==> config.mk <==
export PLATFORM = sky130hd
export DESIGN_NAME = line_setup_pipe
export DESIGN_NICKNAME = d
export VERILOG_FILES = /design/src/rtl/line_setup_pipe.sv
export SDC_FILE = /design/constraint.sdc
export NUM_CORES = 1
export LEC_CHECK = 0
export CORE_MARGIN = 2
export CORE_UTILIZATION = 56
export CTS_CLUSTER_DIAMETER = 150
export DETAILED_ROUTE_END_ITERATION = 12
export PLACE_DENSITY_LB_ADDON = 0.25
export SLEW_MARGIN = 30
export SYNTH_ARGS = -nofsm -noshare
export SYNTH_HDL_FRONTEND = slang
export SYNTH_SLANG_ARGS = --single-unit
==> constraint.sdc <==
create_clock -name clk -period 6.5 [get_ports clk]
set_clock_uncertainty 0.1 [all_clocks]
set_input_delay 1.95 -clock clk [delete_from_list [all_inputs] [get_ports clk]]
set_output_delay 1.95 -clock clk [all_outputs]
set_load 0.1 [all_outputs]
==> src/rtl/line_setup_pipe.sv <==
// line_setup_pipe: three-stage Bresenham line setup (capture, delta/steep, swap/output).
// Define LINE_SETUP_ERR_INIT_EN to produce the initial error term (deltax >> 1) on err_out.
module line_setup_pipe #(
    parameter int WIDTH = 10,
    parameter int CNT_W = 16
) (
    input  logic             clk,
    input  logic             rst,
    input  logic             in_valid,
    output logic             in_ready,
    input  logic [WIDTH-1:0] x0,
    input  logic [WIDTH-1:0] x1,
    input  logic [WIDTH-1:0] y0,
    input  logic [WIDTH-1:0] y1,
    output logic             out_valid,
    input  logic             out_ready,
    output logic [WIDTH-1:0] x0_out,
    output logic [WIDTH-1:0] x1_out,
    output logic [WIDTH-1:0] y0_out,
    output logic [WIDTH:0]   deltax_out,
    output logic [WIDTH:0]   deltay_out,
    output logic [WIDTH-1:0] ystep_out,
    output logic             steep_out,
    output logic             point_out,
    output logic [WIDTH:0]   err_out,
    output logic [CNT_W-1:0] line_cnt
);

    logic                    s0_valid;
    logic signed [WIDTH-1:0] s0_x0, s0_x1, s0_y0, s0_y1;

    logic                    s1_valid;
    logic signed [WIDTH-1:0] s1_x0, s1_x1, s1_y0, s1_y1;
    logic [WIDTH:0]          s1_adx, s1_ady;
    logic                    s1_steep, s1_point;

    logic                    s1_ready, s2_ready;

    logic signed [WIDTH:0]   dx_c, dy_c;
    logic [WIDTH:0]          adx_c, ady_c;
    logic                    steep_c, point_c;

    logic signed [WIDTH-1:0] sx0_c, sy0_c, sx1_c, sy1_c;
    logic signed [WIDTH-1:0] fx0_c, fy0_c, fx1_c, fy1_c;
    logic                    swap_c;
    logic [WIDTH:0]          ddx_c, ddy_c;

    // A stage may load when empty or when its current contents move on this cycle.
    assign s2_ready = !out_valid || out_ready;
    assign s1_ready = !s1_valid || s2_ready;
    assign in_ready = !s0_valid || s1_ready;

    always_comb begin
        dx_c    = {s0_x1[WIDTH-1], s0_x1} - {s0_x0[WIDTH-1], s0_x0};
        dy_c    = {s0_y1[WIDTH-1], s0_y1} - {s0_y0[WIDTH-1], s0_y0};
        adx_c   = dx_c[WIDTH] ? -dx_c : dx_c;
        ady_c   = dy_c[WIDTH] ? -dy_c : dy_c;
        steep_c = ady_c > adx_c;
        point_c = (s0_x0 == s0_x1) && (s0_y0 == s0_y1);
    end

    // After the steep and endpoint swaps the deltas are just the stage-1 magnitudes.
    always_comb begin
        sx0_c  = s1_steep ? s1_y0 : s1_x0;
        sy0_c  = s1_steep ? s1_x0 : s1_y0;
        sx1_c  = s1_steep ? s1_y1 : s1_x1;
        sy1_c  = s1_steep ? s1_x1 : s1_y1;
        swap_c = sx0_c > sx1_c;
        fx0_c  = swap_c ? sx1_c : sx0_c;
        fy0_c  = swap_c ? sy1_c : sy0_c;
        fx1_c  = swap_c ? sx0_c : sx1_c;
        fy1_c  = swap_c ? sy0_c : sy1_c;
        ddx_c  = s1_steep ? s1_ady : s1_adx;
        ddy_c  = s1_steep ? s1_adx : s1_ady;
    end

    always_ff @(posedge clk) begin
        if (!rst) begin
            s0_valid   <= 1'b0;
            s0_x0      <= '0;
            s0_x1      <= '0;
            s0_y0      <= '0;
            s0_y1      <= '0;
            s1_valid   <= 1'b0;
            s1_x0      <= '0;
            s1_x1      <= '0;
            s1_y0      <= '0;
            s1_y1      <= '0;
            s1_adx     <= '0;
            s1_ady     <= '0;
            s1_steep   <= 1'b0;
            s1_point   <= 1'b0;
            out_valid  <= 1'b0;
            x0_out     <= '0;
            x1_out     <= '0;
            y0_out     <= '0;
            deltax_out <= '0;
            deltay_out <= '0;
            ystep_out  <= '0;
            steep_out  <= 1'b0;
            point_out  <= 1'b0;
`ifdef LINE_SETUP_ERR_INIT_EN
            err_out    <= '0;
`endif
            line_cnt   <= '0;
        end else begin
            if (in_ready) begin
                s0_valid <= in_valid;
                if (in_valid) begin
                    s0_x0 <= x0;
                    s0_x1 <= x1;
                    s0_y0 <= y0;
                    s0_y1 <= y1;
                end
            end

            if (s1_ready) begin
                s1_valid <= s0_valid;
                if (s0_valid) begin
                    s1_x0    <= s0_x0;
                    s1_x1    <= s0_x1;
                    s1_y0    <= s0_y0;
                    s1_y1    <= s0_y1;
                    s1_adx   <= adx_c;
                    s1_ady   <= ady_c;
                    s1_steep <= steep_c;
                    s1_point <= point_c;
                end
            end

            if (s2_ready) begin
                out_valid <= s1_valid;
                if (s1_valid) begin
                    x0_out     <= fx0_c;
                    x1_out     <= fx1_c;
                    y0_out     <= fy0_c;
                    deltax_out <= ddx_c;
                    deltay_out <= ddy_c;
                    ystep_out  <= (fy0_c < fy1_c) ? WIDTH'(1) : {WIDTH{1'b1}};
                    steep_out  <= s1_steep;
                    point_out  <= s1_point;
`ifdef LINE_SETUP_ERR_INIT_EN
                    err_out    <= {1'b0, ddx_c[WIDTH:1]};
`endif
                end
            end

            if (out_valid && out_ready) begin
                line_cnt <= line_cnt + CNT_W'(1);
            end
        end
    end

`ifndef LINE_SETUP_ERR_INIT_EN
    assign err_out = '0;
`endif

endmodule

==> results by group, run 1 <==
Power
  • VDD IR-drop max: 198 uV
  • Logic pwr share: 0.361
  • Clk pwr share: 0.289
  • Reg power frac: 0.350
  • Pint: 2.17 mW
  • Leak Pwr: 4.46 nW
  • Power per cell area: 290 nW/um2
  • P_sw: 1.34 mW
  • Fraction of power spent switching nets: 0.381

STA
  • RSZ-0062 raised after global routing: false
  • Final slew viol count: 0
  • Setup ws final: 0.945 ns
  • Fin Setup TNS: 0 ns
  • Slew @ Worst Pin: 0.994 ns
  • Fin crit period: 5.56 ns
  • Final setup viols: 0
  • Fin crit share: 0.855
  • Slew headroom: 0.335
  • Final count of hold timing violations: 0
  • Achievable frequency: 0.180 GHz

CTS
  • H-tree depth: 4
  • Post-cts sizing count: 0
  • Maximum buffer depth of the clock tree: 2
  • Setup Fix Bufs, Post-CTS: 0
  • Num Clock Sinks: 179
  • CTS buffer count: 17
  • # hold bufs at CTS: 0
  • Clk Latency, worst-skew pair: 0.43 ns
  • Worst-path clk slew: 0.07 ns
  • Root Buffer: clkbuf_16
  • CTS tree: built

Detailed routing
  • Met3 Wirelength: 1.87 mm
  • Vias: 9249
  • WL met1: 12.9 mm
  • Avg Vias per Cell: 5.84
  • DRT Pass-1 Iters: 6
  • Routed Antenna Nets: 0
  • WL met2: 12.0 mm
  • DR iter-0 viols: 929
  • WL/cell: 17.2 um
  • Top Metal Used: met4
  • Final wirelength: 27.3 mm
  • DRC: 0

Die
  • Die W: 139 um
  • IO Count: 137
  • Core Box Area: 18000 um2
  • Initial Util: 0.569
  • Die Ht: 139 um
  • Cell Rows: 49
  • Die Area: 19400 um2

Synth
  • Post-synth ARST share: 0
  • Yosys Warn Count: 0
  • Post-synthesis cell count: 1271
  • Post-Syn Area: 10200 um2
  • Most used DFF post-synth: dfxtp_1
  • Syn_area_per_cell: 8.05 um2
  • Register area share after synthesis: 0.350
  • Netlist cell types: 75
  • EDFF count, synth: 0
  • FF+latch count, synth: 179

Setup path
  • CP Launch Type: register
  • Crit Path Max Fanout: 35
  • Critical path endpoint category: register
  • WP data arrival: 5.75 ns
  • Crit path required time: 6.69 ns
  • CP Class: register to register

Final layout
  • Layout cells sized above 1: 0.0798
  • Antenna cell count: 0
  • Synth-to-Final Area Change: 18.1%
  • Nets@finish: 1442

Status
  • Status: finished, final reports clean

Global routing
  • First-pass GRT wire length: 43.6 mm
  • Initial antenna violation count: 0
  • GRT overflow: 0
  • Vias in the first global route: 8343
  • All-Layer GR Usage: 0.278
  • Largest net degree at the start of global routing: 86

Run
  • MaxCap Viol Count: 0

Place
  • DP HPWL: 19.9 mm
  • Port bufs: 125
  • Routability Congestion: 0.943
  • Pre-CTS WS: 0.964 ns

Hold path
  • Hold Path Class: register to register
## worst max-delay path, stage by stage, from the launching register on
cell and delay, ns:
dfxtp_2 0.97, buf_4 0.34, mux2_2 0.36, inv_1 0.08, ha_1 0.23, nor2b_1 0.13, o21bai_1 0.16, o2111ai_1 0.22
nand2_1 0.49, mux2_2 0.39, o311ai_0 0.45, nor2_1 0.09, ha_1 0.33, a21oi_1 0.15, nor2b_1 0.06, o21ai_0 0.14
a21oi_1 0.08, or3_1 0.36, o221ai_1 0.17, a211oi_1 0.07
## flip-flops by register name, indices dropped and copies added (netlist names), 11 cells and up
name / cells
deltax_out: 11
deltay_out: 11
line_cnt: 16
s1_adx: 11
s1_ady: 11
## power groups by stage
stage	registers [mW]	logic, mW	clock network (mW)
2_1_floorplan	1.30	0.913	0
3_3_place_gp	1.25	1.22	0
3_5_place_dp	1.25	1.24	0
4_1_cts	1.23	1.25	1.02
5_1_grt	1.24	1.38	1.07
6_report	1.23	1.26	1.01
## routing by layer
metal	up-vias	global-route usage
met5	-	0
met2	357	0.416
met4	0	0.0803
li1	4548	-
met1	4307	0.416
met3	37	0.0439
## stage by stage
step           cell area, um2  hold WS [ns]  cells   util  power, mW
3_3_place_gp            11500         0.345   1552  0.639       2.47
4_1_cts                 12100         0.359   1582  0.671       3.50
6_report                12100         0.359   1583  0.673       3.51
5_1_grt                 12100         0.379   1583  0.673       3.68
2_1_floorplan           10300         0.332   1281      -       2.21
3_5_place_dp            11500         0.349   1552  0.639       2.49
## synthesized netlist by cell type (3+ instances only)
cell       count  share of area
a211oi_1      30          0.022
a21o_1         8         0.0059
a21oi_1      130          0.064
a22o_1         5         0.0043
a31oi_1        5         0.0031
a41oi_1        4         0.0034
and2_1         3         0.0018
and3_1         6         0.0037
buf_1          6         0.0022
buf_2          7         0.0034
buf_4         19          0.014
clkbuf_1      63          0.023
dfxtp_1      179           0.35
ha_1          53          0.065
inv_1         67          0.025
mux2_2        30          0.033
mux2i_1       53          0.052
mux4_2         9          0.020
nand2_1      203          0.074
nand2b_1       5         0.0031
nand3_1       53          0.026
nand3b_1       4         0.0029
nand4_1       10         0.0061
nor2_1       123          0.045
nor2b_1       10         0.0061
nor3_1        11         0.0054
nor3b_1        3         0.0022
nor4_1         4         0.0024
o2111ai_1      3         0.0026
o211ai_1       6         0.0044
o21a_1         8         0.0059
o21ai_0       39          0.019
o21ba_2        3         0.0029
o311ai_0      11         0.0094
o31ai_1       11         0.0081
or2_2          3         0.0018
or3_1          4         0.0024
xnor2_1       23          0.020
xor2_1        16          0.014
## path summary, 6_finish.rpt
path | startpoint | endpoint | slack [ns] | cells after the start
hold reg to reg | point_out | point_out | 0.36 | 2
hold / removal | point_out | point_out | 0.36 | 2
setup / recovery | s1_steep | ystep_out[8] | 0.94 | 19
setup reg to reg | s1_steep | ystep_out[8] | 0.94 | 19
## layout make-up
cell class	count	area, um2
timing repair buffer	139	1370
clock buffer	18	439
tap	229	287
sequential	179	3580
clock inverter	12	130
inverter	68	258
fill	1551	5880
multi-input combinational	938	6010
## logic make-up after synthesis
| kind of cell | count (synthesis) | synth area share |
|---|---|---|
| xor gates and xnor gates | 39 | 0.0334 |
| muxes | 92 | 0.105 |
| other | 1 | 0.000367 |
| buffers and inverters | 164 | 0.0687 |
| AOI/OAI and AO/OA | 290 | 0.181 |
| DFF | 179 | 0.350 |
| and+or+nand+nor | 451 | 0.193 |
| adders and majority gates | 55 | 0.0687 |
## placed cells by master (no fill, tap or decap), types with 11 or more instances in the layout
cell	count
a211oi_1	30
a21oi_1	130
buf_4	14
clkbuf_16	17
clkdlybuf4s50_1	124
conb_1	11
dfxtp_1	178
ha_1	53
inv_1	67
mux2_2	30
mux2i_1	53
nand2_1	203
nand3_1	53
nor2_1	123
nor3_1	11
o21ai_0	39
o311ai_0	11
o31ai_1	11
xnor2_1	23
xor2_1	16
(Power assumes the default switching activity.)
==> run 2: changes to the inputs <==
Clock period 6.5 ns to 5.9 ns, I/O delays scaled along.
==> results by group, run 2 (synthesized netlist as in run 1, its figures left out) <==
STA
  • Setup ws final: 0.513 ns
  • Slew @ Worst Pin: 0.992 ns
  • Fin Setup TNS: 0 ns
  • RSZ-0062 raised after global routing: false
  • Fin crit period: 5.39 ns
  • Final setup viols: 0
  • Slew headroom: 0.337
  • Hold slack: 0.357 ns
  • Achievable frequency: 0.186 GHz
  • Final slew viol count: 0
  • Fin crit share: 0.913
  • Final count of hold timing violations: 0

CTS
  • Setup Fix Bufs, Post-CTS: 0
  • CTS tree: built
  • Clk Latency, worst-skew pair: 0.44 ns
  • Num Clock Sinks: 179
  • Worst-path clk slew: 0.07 ns
  • Root Buffer: clkbuf_16
  • H-tree depth: 4
  • Maximum buffer depth of the clock tree: 2
  • CTS buffer count: 17
  • Post-cts sizing count: 0
  • # hold bufs at CTS: 0

Final layout
  • Nets@finish: 1443
  • Design Area, Final: 12100 um2
  • Antenna cell count: 0
  • Most flops, register: line_cnt
  • Most frequent cells in the layout: nand2_1, dfxtp_1, a21oi_1
  • Max reg flops: 16
  • Commonest non-fill, non-tap cell in the layout: nand2_1
  • Synth-to-Final Area Change: 18.6%
  • Layout cells sized above 1: 0.0804
  • # fillers: 1579

Place
  • Placed Area: 11500 um2
  • Routability Congestion: 0.926
  • Pre-CTS WS: 0.591 ns
  • DP HPWL: 20.1 mm
  • Port bufs: 125

Setup path
  • CP Launch Type: register
  • Critical path endpoint category: register
  • Crit path required time: 6.09 ns
  • R2r endpoint: ystep_out[8]
  • CP Class: register to register
  • Register-to-Register Path Depth: 18
  • Reg2Reg Setup Slack: 0.51 ns
  • WP data arrival: 5.57 ns
  • Crit Path Max Fanout: 24
  • RR Startpoint: s1_steep

Die
  • Die Area: 19400 um2
  • IO Count: 137
  • Die Ht: 139 um
  • Cell Rows: 49
  • Die W: 139 um
  • Initial Util: 0.569
  • Core Box Area: 18000 um2

Power
  • Leak Pwr: 4.49 nW
  • Power per cell area: 323 nW/um2
  • Power Total: 3.92 mW
  • VDD IR-drop max: 260 uV

Global routing
  • GRT overflow: 0
  • Vias in the first global route: 8406
  • Initial antenna violation count: 0
  • All-Layer GR Usage: 0.285
  • First-pass GRT wire length: 44.4 mm
  • Largest net degree at the start of global routing: 73

Detailed routing
  • DRC: 0
  • Final wirelength: 27.4 mm
  • Routed Antenna Nets: 0
  • Avg Vias per Cell: 5.83
  • DR iter-0 viols: 674
  • Vias: 9234
  • DRT Pass-1 Iters: 5
  • WL/cell: 17.3 um

Hold path
  • Hold Path End: steep_out
  • Worst Hold Launch: steep_out
  • Hold Path Class: register to register
  • WHS Path Cells: 2

Run
  • MaxCap Viol Count: 0

Status
  • Status: finished, final reports clean
## run 2: cell types whose count changed in the layout (fill, tap and decap cells not counted), sizes merged
| cell | change |
|---|---|
| clkinvlp | -2 |
| bufinv | +1 |
| clkbuf | +2 |
| buf | +1 |
## run 2: area by class of cell
class | count | area [um2] | share of cell area
multi-input combinational | 938 | 6010 | 0.496
sequential | 179 | 3580 | 0.296
timing repair buffer | 140 | 1380 | 0.114
clock buffer | 20 | 457 | 0.0377
tap | 229 | 287 | 0.0236
inverter | 68 | 258 | 0.0213
clock inverter | 11 | 149 | 0.0123
## run 2: critical path: stages, from the launching register on
cell,delay [ns]
dfxtp_2,0.77
buf_4,0.34
mux2_2,0.37
inv_1,0.09
ha_1,0.27
a211oi_2,0.30
o2111ai_1,0.27
nand2_1,0.22
buf_4,0.21
mux2_2,0.35
o311ai_0,0.50
nor2_1,0.10
ha_1,0.32
nor2b_1,0.13
o21ai_0,0.17
a21oi_1,0.09
or3_1,0.37
o221ai_1,0.18
a211oi_1,0.07
## run 2: metal layers
metal  wire length [um]  up-vias  track usage  share of wire
met4                416        0       0.0707          0.015
li1                   -     4548            -              -
met5                  0        -            0              0
met2              11900      315        0.423           0.43
met3               1940       32       0.0532          0.071
met1              13100     4339        0.426           0.48
## run 2: worst max-delay path by stage
stage,startpoint,end,slack (ns),cells after the start
global route,s1_steep,ystep_out[8],0.17,19
global placement,s1_steep,ystep_out[8],0.79,19
detailed placement,s1_steep,ystep_out[8],0.59,19
CTS,s1_steep,ystep_out[8],0.56,18
floorplan,s1_steep,ystep_out[8],0.94,22
finish,s1_steep,ystep_out[8],0.51,18
## run 2: per-stage QoR
stage,std cells,util
4_1_cts,1585,0.675
5_1_grt,1585,0.675
2_1_floorplan,1281,-
3_5_place_dp,1554,0.641
3_3_place_gp,1553,0.640
6_report,1585,0.675
## run 2: where the power goes
part	internal, mW	total, mW	leakage (nW)	switching, mW
logic	0.527	1.41	2.74	0.880
clock network	0.656	1.17	0.293	0.515
registers	1.26	1.34	1.46	0.0791
